$ cat src/rtl/qam_tx_pkg.sv
// Shared definitions for the 16-QAM transmit path: state encoding, symbol width
// and default preamble/guard symbols used by the scheduler, modulator and source.
package qam_tx_pkg;

    localparam int SYM_W = 4;

    localparam logic [SYM_W-1:0] DEF_PRE_SYM_A = 4'hF;
    localparam logic [SYM_W-1:0] DEF_PRE_SYM_B = 4'h0;
    localparam logic [SYM_W-1:0] DEF_GUARD_SYM = 4'h0;

    typedef enum logic [1:0] {
        IDLE  = 2'd0,
        PRE   = 2'd1,
        PAY   = 2'd2,
        GUARD = 2'd3
    } state_t;

endpackage

$ cat src/rtl/qam_burst_ctrl_if.sv
// Control, payload-source and modulator-side signals of the burst scheduler.
// The master drives the request/source side; the slave is the scheduler.
interface qam_burst_ctrl_if;
    import qam_tx_pkg::*;

    logic             start;
    logic             abort;
    logic [7:0]       payload_len;
    logic [SYM_W-1:0] data_in;
    logic             data_valid;
    logic             data_ready;
    logic [SYM_W-1:0] sym_out;
    logic             sym_stb;
    logic             tx_en;
    logic             busy;
    logic             underrun;

    modport master (
        output start, abort, payload_len, data_in, data_valid,
        input  data_ready, sym_out, sym_stb, tx_en, busy, underrun
    );

    modport slave (
        input  start, abort, payload_len, data_in, data_valid,
        output data_ready, sym_out, sym_stb, tx_en, busy, underrun
    );

endinterface

$ cat src/rtl/qam_sym_timer.sv
// Symbol-period prescaler: counts 0..SYM_DIV-1 while enabled, held at 0 otherwise.
// first/last mark the opening and closing clock of each symbol period.
module qam_sym_timer #(
    parameter int SYM_DIV = 8
) (
    input  logic clk,
    input  logic rst_n,
    input  logic en,
    output logic first,
    output logic last
);

    localparam int TW = (SYM_DIV > 1) ? $clog2(SYM_DIV) : 1;
    localparam logic [TW-1:0] LAST_CNT = TW'(SYM_DIV - 1);

    logic [TW-1:0] cnt_reg;

    always_ff @(posedge clk or negedge rst_n) begin
        if (!rst_n) begin
            cnt_reg <= '0;
        end else if (!en || cnt_reg == LAST_CNT) begin
            cnt_reg <= '0;
        end else begin
            cnt_reg <= cnt_reg + TW'(1);
        end
    end

    assign first = en && (cnt_reg == '0);
    assign last  = en && (cnt_reg == LAST_CNT);

endmodule

$ cat src/rtl/qam_burst_ctrl.sv
// Burst scheduler: preamble, payload and guard sequencing at a fixed symbol rate,
// with a one-cycle-per-symbol pull from the payload source.
module qam_burst_ctrl
    import qam_tx_pkg::*;
#(
    parameter int               SYM_DIV   = 8,
    parameter int               PRE_LEN   = 16,
    parameter int               GUARD_LEN = 4,
    parameter logic [SYM_W-1:0] PRE_SYM_A = DEF_PRE_SYM_A,
    parameter logic [SYM_W-1:0] PRE_SYM_B = DEF_PRE_SYM_B,
    parameter logic [SYM_W-1:0] GUARD_SYM = DEF_GUARD_SYM
) (
    input  logic              clock_5000,
    input  logic              reset,
    qam_burst_ctrl_if.slave   bus
);

    state_t           state_reg, state_next;
    logic [7:0]       cnt_reg, cnt_next;
    logic [7:0]       len_reg, len_next;
    logic [SYM_W-1:0] sym_reg, sym_next;
    logic             abort_pend_reg, abort_pend_next;
    logic             underrun_reg, underrun_next;

    logic active;
    logic sym_first;
    logic sym_last;
    logic ready;
    logic abort_hit;

    assign active = (state_reg != IDLE);

    qam_sym_timer #(.SYM_DIV(SYM_DIV)) u_timer (
        .clk   (clock_5000),
        .rst_n (reset),
        .en    (active),
        .first (sym_first),
        .last  (sym_last)
    );

    always_ff @(posedge clock_5000 or negedge reset) begin
        if (!reset) begin
            state_reg      <= IDLE;
            cnt_reg        <= '0;
            len_reg        <= '0;
            sym_reg        <= '0;
            abort_pend_reg <= 1'b0;
            underrun_reg   <= 1'b0;
        end else begin
            state_reg      <= state_next;
            cnt_reg        <= cnt_next;
            len_reg        <= len_next;
            sym_reg        <= sym_next;
            abort_pend_reg <= abort_pend_next;
            underrun_reg   <= underrun_next;
        end
    end

    always_comb begin
        state_next      = state_reg;
        cnt_next        = cnt_reg;
        len_next        = len_reg;
        sym_next        = sym_reg;
        abort_pend_next = abort_pend_reg;
        underrun_next   = underrun_reg;
        ready           = 1'b0;
        // An abort arriving in the closing cycle still takes effect at this boundary.
        abort_hit       = abort_pend_reg || bus.abort;

        case (state_reg)
            IDLE: begin
                if (bus.start) begin
                    state_next      = PRE;
                    cnt_next        = '0;
                    len_next        = bus.payload_len;
                    sym_next        = PRE_SYM_A;
                    abort_pend_next = 1'b0;
                    underrun_next   = 1'b0;
                end
            end
            PRE: begin
                if (sym_last) begin
                    if (cnt_reg == 8'(PRE_LEN - 1)) begin
                        cnt_next = '0;
                        if (len_reg == 8'd0) begin
                            state_next = GUARD;
                            sym_next   = GUARD_SYM;
                        end else begin
                            state_next = PAY;
                            ready      = 1'b1;
                        end
                    end else begin
                        cnt_next = cnt_reg + 8'd1;
                        // cnt_reg odd means the upcoming symbol index is even.
                        sym_next = cnt_reg[0] ? PRE_SYM_A : PRE_SYM_B;
                    end
                end
            end
            PAY: begin
                abort_pend_next = abort_pend_reg || bus.abort;
                if (sym_last) begin
                    abort_pend_next = 1'b0;
                    if (abort_hit || cnt_reg == len_reg - 8'd1) begin
                        state_next = GUARD;
                        cnt_next   = '0;
                        sym_next   = GUARD_SYM;
                    end else begin
                        cnt_next = cnt_reg + 8'd1;
                        ready    = 1'b1;
                    end
                end
            end
            GUARD: begin
                if (sym_last) begin
                    if (cnt_reg == 8'(GUARD_LEN - 1)) begin
                        state_next = IDLE;
                        cnt_next   = '0;
                        sym_next   = '0;
                    end else begin
                        cnt_next = cnt_reg + 8'd1;
                        sym_next = GUARD_SYM;
                    end
                end
            end
            default: begin
                state_next = IDLE;
            end
        endcase

        // A pulled slot always counts; a missing symbol is replaced by GUARD_SYM.
        if (ready) begin
            if (bus.data_valid) begin
                sym_next = bus.data_in;
            end else begin
                sym_next      = GUARD_SYM;
                underrun_next = 1'b1;
            end
        end
    end

    assign bus.data_ready = ready;
    assign bus.sym_out    = sym_reg;
    assign bus.sym_stb    = sym_first;
    assign bus.tx_en      = active;
    assign bus.busy       = active;
    assign bus.underrun   = underrun_reg;

endmodule

$ cat src/flat_wrapper.sv
// flat-port wrapper written by rule: the top's interface ports become plain ports
module qam_burst_ctrl_flat import qam_tx_pkg::*;
#(
    parameter int               SYM_DIV   = 8,
    parameter int               PRE_LEN   = 16,
    parameter int               GUARD_LEN = 4,
    parameter logic [SYM_W-1:0] PRE_SYM_A = DEF_PRE_SYM_A,
    parameter logic [SYM_W-1:0] PRE_SYM_B = DEF_PRE_SYM_B,
    parameter logic [SYM_W-1:0] GUARD_SYM = DEF_GUARD_SYM
)
  (clock_5000, reset, bus_start, bus_abort, bus_payload_len, bus_data_in, bus_data_valid, bus_data_ready, bus_sym_out, bus_sym_stb, bus_tx_en, bus_busy, bus_underrun);
  qam_burst_ctrl_if bus_i ();
  input  logic clock_5000;
  input  logic reset;
  input wire logic [$bits(bus_i.start)-1:0] bus_start;
  input wire logic [$bits(bus_i.abort)-1:0] bus_abort;
  input wire logic [$bits(bus_i.payload_len)-1:0] bus_payload_len;
  input wire logic [$bits(bus_i.data_in)-1:0] bus_data_in;
  input wire logic [$bits(bus_i.data_valid)-1:0] bus_data_valid;
  output wire logic [$bits(bus_i.data_ready)-1:0] bus_data_ready;
  output wire logic [$bits(bus_i.sym_out)-1:0] bus_sym_out;
  output wire logic [$bits(bus_i.sym_stb)-1:0] bus_sym_stb;
  output wire logic [$bits(bus_i.tx_en)-1:0] bus_tx_en;
  output wire logic [$bits(bus_i.busy)-1:0] bus_busy;
  output wire logic [$bits(bus_i.underrun)-1:0] bus_underrun;
  assign bus_i.start = bus_start;
  assign bus_i.abort = bus_abort;
  assign bus_i.payload_len = bus_payload_len;
  assign bus_i.data_in = bus_data_in;
  assign bus_i.data_valid = bus_data_valid;
  assign bus_data_ready = bus_i.data_ready;
  assign bus_sym_out = bus_i.sym_out;
  assign bus_sym_stb = bus_i.sym_stb;
  assign bus_tx_en = bus_i.tx_en;
  assign bus_busy = bus_i.busy;
  assign bus_underrun = bus_i.underrun;
  qam_burst_ctrl #(.SYM_DIV(SYM_DIV), .PRE_LEN(PRE_LEN), .GUARD_LEN(GUARD_LEN), .PRE_SYM_A(PRE_SYM_A), .PRE_SYM_B(PRE_SYM_B), .GUARD_SYM(GUARD_SYM)) u_core (.clock_5000(clock_5000), .reset(reset), .bus(bus_i));
endmodule
$ cat config.mk
export PLATFORM = sky130hd
export DESIGN_NAME = qam_burst_ctrl_flat
export DESIGN_NICKNAME = d
export VERILOG_FILES = /design/src/rtl/qam_tx_pkg.sv /design/src/rtl/qam_burst_ctrl_if.sv /design/src/rtl/qam_sym_timer.sv /design/src/rtl/qam_burst_ctrl.sv /design/src/flat_wrapper.sv
export SDC_FILE = /design/constraint.sdc
export NUM_CORES = 1
export LEC_CHECK = 0
export ABC_AREA = 1
export BUFFER_PORTS_ARGS = -buffer_cell sky130_fd_sc_hd__buf_2
export CORE_MARGIN = 2
export CORE_UTILIZATION = 25
export CTS_CLUSTER_SIZE = 14
export DETAILED_ROUTE_END_ITERATION = 8
export GPL_TIMING_DRIVEN = 0
export HOLD_SLACK_MARGIN = 0.08
export PLACE_DENSITY = 0.41
export SLEW_MARGIN = 20
export SYNTH_ARGS = -nofsm -noshare
export SYNTH_HDL_FRONTEND = slang
export SYNTH_SLANG_ARGS = --single-unit
$ cat constraint.sdc
create_clock -name clock_5000 -period 2 [get_ports clock_5000]
set_input_delay 0.1 -clock clock_5000 [delete_from_list [all_inputs] [get_ports clock_5000]]
set_output_delay 0.1 -clock clock_5000 [all_outputs]
set_load 0.1 [all_outputs]
==> reports/qor.txt, run 1 <==
Worst-path maximum fanout = 3
DR iter-0 viols = 45
Post-placement setup slack = -0.160 ns
Dpl cells = 376
Seq/Total Area, Yosys = 35.9%
Total CTS buffers = 3
Setup slack, reg-to-reg = 0 ns
Initial Util = 25.9%
RSZ-0062 raised after global routing = yes
Failing checks = negative setup slack
Yosys cell types = 29
Die X = 90.7 µm
Clock Path Buffers = 2
Placer Congestion = 0.812
Fin crit share = 104%
First-pass GRT wire length = 8.18 mm
Setup WS post-layout = -0.0881 ns
CP Data Required Time = 1.90 ns
Setup crit end kind = output port
Initial antenna violation count = 0
Antenna-violating nets left = 0
Post-synth top flop = dfrtp_1
Slowest CP cell = dfrtp_1
HPWL Detailed = 3.44 mm
Share of layout cells above drive strength 1 = 36.5%
Final wirelength = 4.80 mm
LEAKAGE = 1.26 nW
Overall Global Routing Usage = 12.2%
Clock skew = 0.00985 ns
Via/cell ratio = 4.23
Crit Path Class = register to output port
Syn_area_per_cell = 7.46 µm²
Crit-path cells = inv_2 > ha_4 > nand2_2 > inv_1 > nor2_1 > nand2_1 > nor2_1 > nand2_1 > nor2_2 > nand2_2 > nand2_4 > nand2_4 > nand2_8 > clkinvlp_4 > buf_12
Yosys warnings = 0
F_max = 0.479 GHz
Core footprint = 7250 µm²
# DRC = 0
Max cap viols = 0
Drt pass-1 iters = 4
Fin. max-slew vios = 0
Root Buffer = clkbuf_8
Type of origin of the critical path = register
Via Count = 1752
FILL cells = 800
Nets = 343
Rel. slew slack = 56.3%
Vias in the first global route = 1743
Synthesized area = 1880 µm²
CTS tree = done
Synth Register Bits = 27
Largest net degree at the start of global routing = 28
Cell Pwr Density = 1540 nW/µm²
Syn Inst Count = 252
Total negative slack = -0.0889 ns
WP data arrival = 1.99 ns
Design Power = 4.08 mW
Setup violations, final = 2
Worst Hold Class = primary input to register
Final Non-Filler Cells = 414
Final hold vios = 0
Ys async rst share = 100%
Max stage delay on crit path = 0.40 ns
Maximum vdd ir drop = 0.000790 V
Delay-heaviest family, CP = simple AND/OR/NAND/NOR gates
Slew @ Worst Pin = 0.656 ns
CTS sink cnt = 27
Area Overhead vs Synth = 41.0%
Clock slew at reported path FFs = 0.10 ns
H-Tree Depth = 1
# diodes = 0
Port bufs = 25
Post-synth EDFFs = 0
Status = finished with violations
Buffers & Inverters on Critical Path = 4
Worst-skew pair later-pin latency = 0.28 ns
Wire per inst = 11.6 µm
Fin util = 36.6%
Row count = 31
Die area = 8230 µm²
I/O pin cnt = 26
Net Count, Synth = 279
Grt total ovfl = 0
Final min period = 2.09 ns
Die Height = 90.7 µm
final cells by class:
| type | count | area [µm²] | share of cell area, % |
|---|---|---|---|
| Clock buffer | 4 | 45.0 | 1.70 |
| Tap cell | 99 | 124 | 4.67 |
| Multi-Input combinational cell | 188 | 1220 | 46.0 |
| Inverter | 34 | 140 | 5.29 |
| Buffer | 3 | 16.3 | 0.613 |
| Timing Repair Buffer | 59 | 428 | 16.1 |
| Sequential cell | 27 | 679 | 25.6 |
cells in the final DEF, fill, tap and decap left out, types with 2 or more instances in the layout:
cell type / instances
dfrtp_1: 24
inv_4: 2
nand3_2: 5
nand2_4: 4
clkbuf_8: 3
o21ai_1: 6
inv_2: 7
buf_6: 2
xnor2_1: 2
clkbuf_1: 2
dlygate4sd3_1: 10
a21oi_1: 4
xor2_1: 9
mux2_2: 4
nor2_4: 7
nor2_1: 26
o21ai_2: 3
nand3b_1: 4
nand3_1: 13
nor2_2: 5
buf_4: 23
dfrtp_2: 3
buf_2: 24
o21ai_0: 2
clkinvlp_4: 2
nand2_1: 63
o22ai_1: 2
nand2_2: 9
ha_1: 8
inv_1: 23
ha_4: 2
synthesized netlist by cell type (2+ instances only):
cell type,number,share of area [%]
o22ai_1,2,0.67
nor2_4,4,2.4
nand2_1,69,14
mux2_2,4,2.4
nand2_2,5,1.7
inv_2,2,0.40
inv_1,32,6.4
nand3_2,2,1.1
a21oi_1,4,1.1
dfrtp_1,27,36
xnor2_1,3,1.4
nand3b_1,4,1.6
ha_1,10,6.7
xor2_1,9,4.2
nor3_1,2,0.53
nand2_4,3,1.8
o21ai_0,4,1.1
nor2_1,33,6.6
o21ai_1,7,1.9
nand3_1,17,4.5
timing repair:
action / 4_1_cts / 5_1_grt
resized for setup: 16 / 28
pin swaps: 8 / 18
hold buffers: 10 / 0
hold endpoints to repair: 36 / 0
buffers inserted: 12 / 12
gates cloned: 0 / 0
setup endpoints to repair: 7 / 15
cell families (layout without fill, tap and decap cells):
family / count (synthesis) / count (layout) / synth area share [%]
and+or+nand+nor: 143 / 143 / 35.8
buffers and inverters: 37 / 100 / 7.65
DFF: 27 / 27 / 35.9
AOI/OAI and AO/OA: 19 / 19 / 5.99
xor gates and xnor gates: 12 / 12 / 5.59
adders and majority gates: 10 / 10 / 6.65
muxes: 4 / 4 / 2.40
where the power goes:
| group | internal (mW) | switching (mW) | total [mW] | leakage (nW) |
|---|---|---|---|---|
| Clock | 0.143 | 0.181 | 0.324 | 0.0228 |
| Combinational | 1.02 | 1.79 | 2.81 | 0.897 |
| Sequential | 0.745 | 0.194 | 0.940 | 0.337 |
| Total | 1.91 | 2.17 | 4.08 | 1.26 |
stage by stage:
step	hold slack (ns)	cell area, µm²
final	0.234	2650
after global routing	0.273	2650
after CTS	0.227	2460
after detailed placement	0.182	2170
after global placement	0.187	2170
after floorplan	-0.196	1920
path summary, 6_finish.rpt:
kind,depth (start not counted),start,endpoint
setup / recovery,15,u_core.len_reg[0]$_DFFE_PN0P_,bus_data_ready
hold / removal,6,bus_data_in[2],u_core.bus.sym_out[2]$_DFFE_PN0P_
setup reg to reg,17,u_core.len_reg[0]$_DFFE_PN0P_,u_core.cnt_reg[5]$_DFFE_PN0P_
hold reg to reg,1,u_core.u_timer.cnt_reg[0]$_DFF_PN0_,u_core.u_timer.cnt_reg[0]$_DFF_PN0_
max in group asynchronous,2,reset,u_core.len_reg[2]$_DFFE_PN0P_
min in group asynchronous,2,reset,u_core.cnt_reg[7]$_DFFE_PN0P_
worst min-delay path, delay by kind of cell:
family,cells,cell delay [ns]
buffers and inverters,1,0.10
and+or+nand+nor,5,0.29
routing by layer:
metal,global-route usage (%),vias to the layer above,wire (µm),share of wire (%)
li1,-,914,-,-
met1,15.2,812,2240,47
met4,2.31,0,27,0.56
met2,21.8,24,2340,49
met5,0,-,0,0
met3,2.59,2,185,3.9
Power figures use the tool's default switching activity.
==> inputs of run 2 (changes only) <==
--- a/config.mk
+++ b/config.mk
@@ -14,6 +14,7 @@
 export GPL_TIMING_DRIVEN = 0
 export HOLD_SLACK_MARGIN = 0.08
 export PLACE_DENSITY = 0.41
+export REMOVE_ABC_BUFFERS = 1
 export SLEW_MARGIN = 20
 export SYNTH_ARGS = -nofsm -noshare
 export SYNTH_HDL_FRONTEND = slang
==> reports/qor.txt, run 2 (synthesis results as in run 1) <==
Worst-skew pair later-pin latency = 0.27 ns (about the same)
F_max = 0.492 GHz (+2.7%)
M1 WL = 2.19 mm (-2.3%)
Hold_ws = 0.243 ns (+0.00877 ns)
Die Height = 90.7 µm (unchanged)
Die X = 90.7 µm (unchanged)
Setup crit end kind = output port
Metal3 WL = 143 µm (-23%)
Final hold vios = 0 (unchanged)
Fin. max-slew vios = 0 (unchanged)
Maximum vdd ir drop = 0.000791 V (about the same)
Reg2Reg Depth = 17 (unchanged)
Worst r2r dst = u_core.state_reg[0]$_DFFE_PN0P_
Critical Path End = bus_data_ready
Clock skew = 0.00244 ns (-0.00742 ns)
Grt total ovfl = 0 (unchanged)
Initial antenna violation count = 0 (unchanged)
Overall Global Routing Usage = 11.4% (-0.79 points)
Share of layout cells above drive strength 1 = 26.2% (-10 points)
Drt pass-1 iters = 4 (unchanged)
Setup slack, reg-to-reg = 0.05 ns (+0.05 ns)
Post-placement setup slack = -0.243 ns (-0.0822 ns)
Root Buffer = clkbuf_8
CP Data Required Time = 1.90 ns (about the same)
Setup violations, final = 1 (-1)
Highest metal used = met3
Final wirelength = 4.46 mm (-6.9%)
Total CTS buffers = 3 (unchanged)
Total negative slack = -0.0326 ns (+0.0563 ns)
Slowest CP cell = dfrtp_1
Buffers & Inverters on Critical Path = 4 (unchanged)
Via Count = 1669 (-4.7%)
HPWL Detailed = 3.31 mm (-3.7%)
Max cap viols = 0 (unchanged)
Antenna-violating nets left = 0 (unchanged)
Commonest non-fill, non-tap cell in the layout = nand2_1
Cell Pwr Density = 1510 nW/µm² (-2.1%)
I/O pin cnt = 26 (unchanged)
Delay-heaviest family, CP = simple AND/OR/NAND/NOR gates
Status = finished with violations
Vias in the first global route = 1626 (-6.7%)
Worst reg2reg startpoint = u_core.len_reg[1]$_DFFE_PN0P_
Clock Path Buffers = 2 (unchanged)
Crit-path cells = inv_2 > ha_4 > nand2_2 > inv_1 > nor2_1 > nand2_1 > nor2_1 > nand2_1 > nor2_1 > nand2_2 > nand2_4 > nand2_4 > nand2_4 > inv_4 > buf_12
First-pass GRT wire length = 7.79 mm (-4.8%)
Met2 Routed Length = 2.13 mm (-9.0%)
Worst-path maximum fanout = 3 (unchanged)
# DRC = 0 (unchanged)
Clock slew at reported path FFs = 0.10 ns (about the same)
Most frequent cells in the layout = nand2_1, nor2_1, inv_1, dfrtp_1, buf_2
Final min period = 2.03 ns (-0.0555 ns)
Row count = 31 (unchanged)
Fin crit share = 102% (-2.8 points)
Largest net degree at the start of global routing = 28 (unchanged)
Initial Util = 25.9% (unchanged)
LEAKAGE = 1.20 nW (-4.4%)
Worst path depth = 15 (unchanged)
Critical path origin = u_core.len_reg[1]$_DFFE_PN0P_
Rel. slew slack = 56.1% (-0.20 points)
FILL cells = 802 (+0.25%)
# diodes = 0 (unchanged)
DR iter-0 viols = 41 (-8.9%)
Type of origin of the critical path = register
Wire per inst = 11.2 µm (-3.7%)
H-Tree Depth = 1 (unchanged)
Area Overhead vs Synth = 29.4%
RSZ-0062 raised after global routing = yes
Placer Congestion = 0.782 (-3.7%)
WP data arrival = 1.93 ns (-0.06 ns)
Worst Hold Class = primary input to register
CTS tree = done
Via/cell ratio = 4.17 (-1.4%)
Slew @ Worst Pin = 0.659 ns (+0.00297 ns)
Crit Path Class = register to output port
Port bufs = 25 (unchanged)
Die area = 8230 µm² (unchanged)
Failing checks = negative setup slack
Max stage delay on crit path = 0.41 ns (about the same)
Nets = 329 (-4.1%)
Setup WS post-layout = -0.0326 ns (+0.0555 ns)
CTS sink cnt = 27 (unchanged)
Core footprint = 7250 µm² (unchanged)
[run 2: worst reg2reg max path, stage by stage (launching register included)]
cell,delay (ns)
dfrtp_1,0.41
inv_2,0.11
ha_4,0.21
nand2_2,0.05
inv_1,0.03
nor2_1,0.07
nand2_1,0.06
nor2_1,0.08
nand2_1,0.05
nor2_1,0.11
nand2_2,0.09
nand2_4,0.08
buf_4,0.12
inv_2,0.04
nor2_4,0.11
nand3_2,0.11
nand2_1,0.08
o21ai_1,0.05
[run 2: per-stage QoR]
stage	power [mW]	util (%)	cell area, µm²	std cells
floorplan	2.66	-	1860	249
global placement	3.07	29.1	2110	373
detailed placement	3.08	29.1	2110	373
CTS	3.66	33.0	2390	398
global route	4.01	33.6	2430	400
finish	3.67	33.6	2430	400
[run 2: report_power, final]
| part | switching, mW | internal [mW] | total, mW |
|---|---|---|---|
| combinational | 1.64 | 0.774 | 2.41 |
| clock | 0.186 | 0.143 | 0.329 |
| sequential | 0.187 | 0.739 | 0.927 |
[run 2: how the worst min path moves through the flow]
stage / startpoint / end / slack [ns] / depth (start not counted)
finish: bus_data_in[2] / u_core.bus.sym_out[2]$_DFFE_PN0P_ / 0.24 / 6
global route: bus_data_in[2] / u_core.bus.sym_out[2]$_DFFE_PN0P_ / 0.29 / 6
CTS: bus_data_in[1] / u_core.bus.sym_out[1]$_DFFE_PN0P_ / 0.24 / 6
floorplan: reset / u_core.abort_pend_reg$_DFFE_PN0P_ / -0.20 / 0
detailed placement: reset / u_core.cnt_reg[3]$_DFFE_PN0P_ / 0.19 / 1
global placement: reset / u_core.len_reg[2]$_DFFE_PN0P_ / 0.18 / 1
[run 2: cell type report]
cell class / instances / area [µm²] / share of cell area, %
inverter: 34 / 130 / 5.35
multi-input combinational: 188 / 1120 / 46.1
timing repair buffer: 48 / 338 / 13.9
tap: 99 / 124 / 5.09
clock buffer: 4 / 45.0 / 1.85
sequential: 27 / 676 / 27.8
[run 2: layer usage]
metal | global-route usage [%] | vias to the layer above
met5 | 0 | -
met4 | 0.769 | 0
met3 | 2.42 | 0
met2 | 20.4 | 29
met1 | 14.8 | 759
li1 | - | 881
[run 2: what timing repair did]
action,CTS,global route
gates cloned,0,0
setup buffers,11,2
hold endpoints to repair,36,0
resized for setup,16,10
pin swaps,4,1
hold buffers,10,0
endpoints found under the setup margin,15,15
==> inputs of run 3 (changes only) <==
--- a/config.mk
+++ b/config.mk
@@ -13,7 +13,7 @@
 export DETAILED_ROUTE_END_ITERATION = 8
 export GPL_TIMING_DRIVEN = 0
 export HOLD_SLACK_MARGIN = 0.08
-export PLACE_DENSITY = 0.41
+export PLACE_DENSITY = 0.43
 export REMOVE_ABC_BUFFERS = 1
 export SLEW_MARGIN = 20
 export SYNTH_ARGS = -nofsm -noshare
==> constraint.sdc (replaced) <==
create_clock -name clock_5000 -period 1.7 [get_ports clock_5000]
set_input_delay 0.085 -clock clock_5000 [delete_from_list [all_inputs] [get_ports clock_5000]]
set_output_delay 0.085 -clock clock_5000 [all_outputs]
set_load 0.1 [all_outputs]
==> reports/qor.txt, run 3 (synthesis results as in run 1) <==
Maximum vdd ir drop = 0.00113 V (+43%)
Clock skew = 0.00512 ns (+0.00269 ns)
Nets = 341 (+3.6%)
# DRC = 0 (unchanged)
Fin. max-slew vios = 0 (unchanged)
Post-placement setup slack = -0.538 ns (-0.295 ns)
Via/cell ratio = 4.27 (+2.3%)
Rel. slew slack = 57.6% (+1.6 points)
Overall Global Routing Usage = 11.6% (+0.18 points)
Die X = 90.7 µm (unchanged)
CTS tree = done
Clock Path Buffers = 2 (unchanged)
Total CTS buffers = 3 (unchanged)
Setup violations, final = 16 (+15)
Via Count = 1758 (+5.3%)
Final hold vios = 0 (unchanged)
Drt pass-1 iters = 4 (unchanged)
Core footprint = 7250 µm² (unchanged)
H-Tree Depth = 1 (unchanged)
RSZ-0062 raised after global routing = yes
Wire per inst = 11.6 µm (+3.9%)
Largest net degree at the start of global routing = 28 (unchanged)
LEAKAGE = 1.27 nW (+5.5%)
Dpl cells = 373 (unchanged)
Die area = 8230 µm² (unchanged)
Placer Congestion = 0.801 (+2.5%)
Worst Hold Class = primary input to register
Most frequent cells in the layout = nand2_1, nor2_1, dfrtp_1
Status = finished with violations
Final min period = 2.09 ns
Initial Util = 25.9% (unchanged)
Worst-skew pair later-pin latency = 0.28 ns (about the same)
First-pass GRT wire length = 7.98 mm (+2.4%)
Max cap viols = 0 (unchanged)
Grt total ovfl = 0 (unchanged)
Commonest non-fill, non-tap cell in the layout = nand2_1
CTS sink cnt = 27 (unchanged)
Root Buffer = clkbuf_8
Worst-path maximum fanout = 5 (+2)
I/O pin cnt = 26 (unchanged)
Highest metal used = met4
Port bufs = 25 (unchanged)
F_max = 0.479 GHz
Area Overhead vs Synth = 39.4%
Met2 Routed Length = 2.34 mm (+9.5%)
Cell Pwr Density = 1870 nW/µm² (+24%)
HPWL Detailed = 3.31 mm (+0.16%)
WP data arrival = 2.00 ns (+0.07 ns)
Initial antenna violation count = 0 (unchanged)
Vias in the first global route = 1725 (+6.1%)
Clock slew at reported path FFs = 0.10 ns (about the same)
Crit Path Class = register to output port
Final Non-Filler Cells = 412 (+3.0%)
Final wirelength = 4.78 mm (+7.0%)
DR iter-0 viols = 63 (+54%)
Antenna-violating nets left = 0 (unchanged)
Slew @ Worst Pin = 0.635 ns (-0.0237 ns)
M1 WL = 2.30 mm (+5.0%)
Fin crit share = 123%
FILL cells = 789 (-1.6%)
Die Height = 90.7 µm (unchanged)
Metal3 WL = 133 µm (-7.0%)
Type of origin of the critical path = register
# diodes = 0 (unchanged)
Share of layout cells above drive strength 1 = 36.4% (+10 points)
Failing checks = negative setup slack
CP Data Required Time = 1.62 ns (-0.28 ns)
Hold_ws = 0.211 ns (-0.0315 ns)
Setup WS post-layout = -0.387 ns (-0.355 ns)
Row count = 31 (unchanged)
Setup crit end kind = output port
Fin util = 36.1% (+2.6 points)
run 3: repair_timing:
item,4_1_cts,5_1_grt
pin swaps,9,9
hold buffers,10,0
endpoints found under the hold margin,36,0
setup endpoints to repair,24,21
gates resized for setup,35,21
buffers inserted,16,9
run 3: worst max-delay path, stage by stage (launching register included):
cell	delay (ns)
dfrtp_1	0.40
inv_2	0.08
ha_4	0.18
buf_4	0.13
nand2_1	0.06
nand3_1	0.08
nand2_2	0.08
nand3_2	0.08
nor2_2	0.12
nand2_2	0.09
nand2_4	0.08
nand2_4	0.07
nand2_4	0.07
inv_2	0.04
buf_12	0.15
run 3: where the power goes:
group          switching, mW  internal [mW]  total [mW]  leakage [nW]
Sequential             0.214          0.872        1.09         0.339
Clock                  0.220          0.168       0.388        0.0228
Combinational           2.18           1.26        3.43         0.905
Total                   2.61           2.30        4.91          1.27
run 3: metrics by stage:
step                      cell area [µm²]  setup TNS (ns)  power, mW
after floorplan                      1860          -22.79       3.12
after global placement               2110           -7.25       3.61
after detailed placement             2110           -7.12       3.62
after CTS                            2490           -4.17       4.56
after global routing                 2620           -6.84       5.30
final                                2620           -4.78       4.91
run 3: area by class of cell:
| type | count | area, µm² | area share (%) |
|---|---|---|---|
| Tap cell | 99 | 124 | 4.73 |
| Timing Repair Buffer | 60 | 434 | 16.6 |
| Multi-Input combinational cell | 188 | 1210 | 46.0 |
| Clock buffer | 4 | 45.0 | 1.72 |
| Inverter | 34 | 135 | 5.16 |
| Sequential cell | 27 | 677 | 25.8 |
run 3: final timing paths:
| path | slack (ns) | cells after the start | end | startpoint |
|---|---|---|---|---|
| max | -0.39 | 14 | bus_data_ready | u_core.len_reg[1]$_DFFE_PN0P_ |
| min | 0.21 | 6 | u_core.bus.sym_out[3]$_DFFE_PN0P_ | bus_data_in[3] |
| max in group asynchronous | 0.91 | 2 | u_core.len_reg[2]$_DFFE_PN0P_ | reset |
| min reg2reg | 0.47 | 1 | u_core.u_timer.cnt_reg[0]$_DFF_PN0_ | u_core.u_timer.cnt_reg[0]$_DFF_PN0_ |
| min in group asynchronous | 0.35 | 2 | u_core.len_reg[2]$_DFFE_PN0P_ | reset |
| max reg2reg | -0.35 | 16 | u_core.cnt_reg[5]$_DFFE_PN0P_ | u_core.len_reg[1]$_DFFE_PN0P_ |
run 3: layer usage:
metal  track usage, %  up-vias
li1                 -      913
met4            0.769        0
met5                0        -
met2             20.6       25
met1             15.1      818
met3             2.42        2
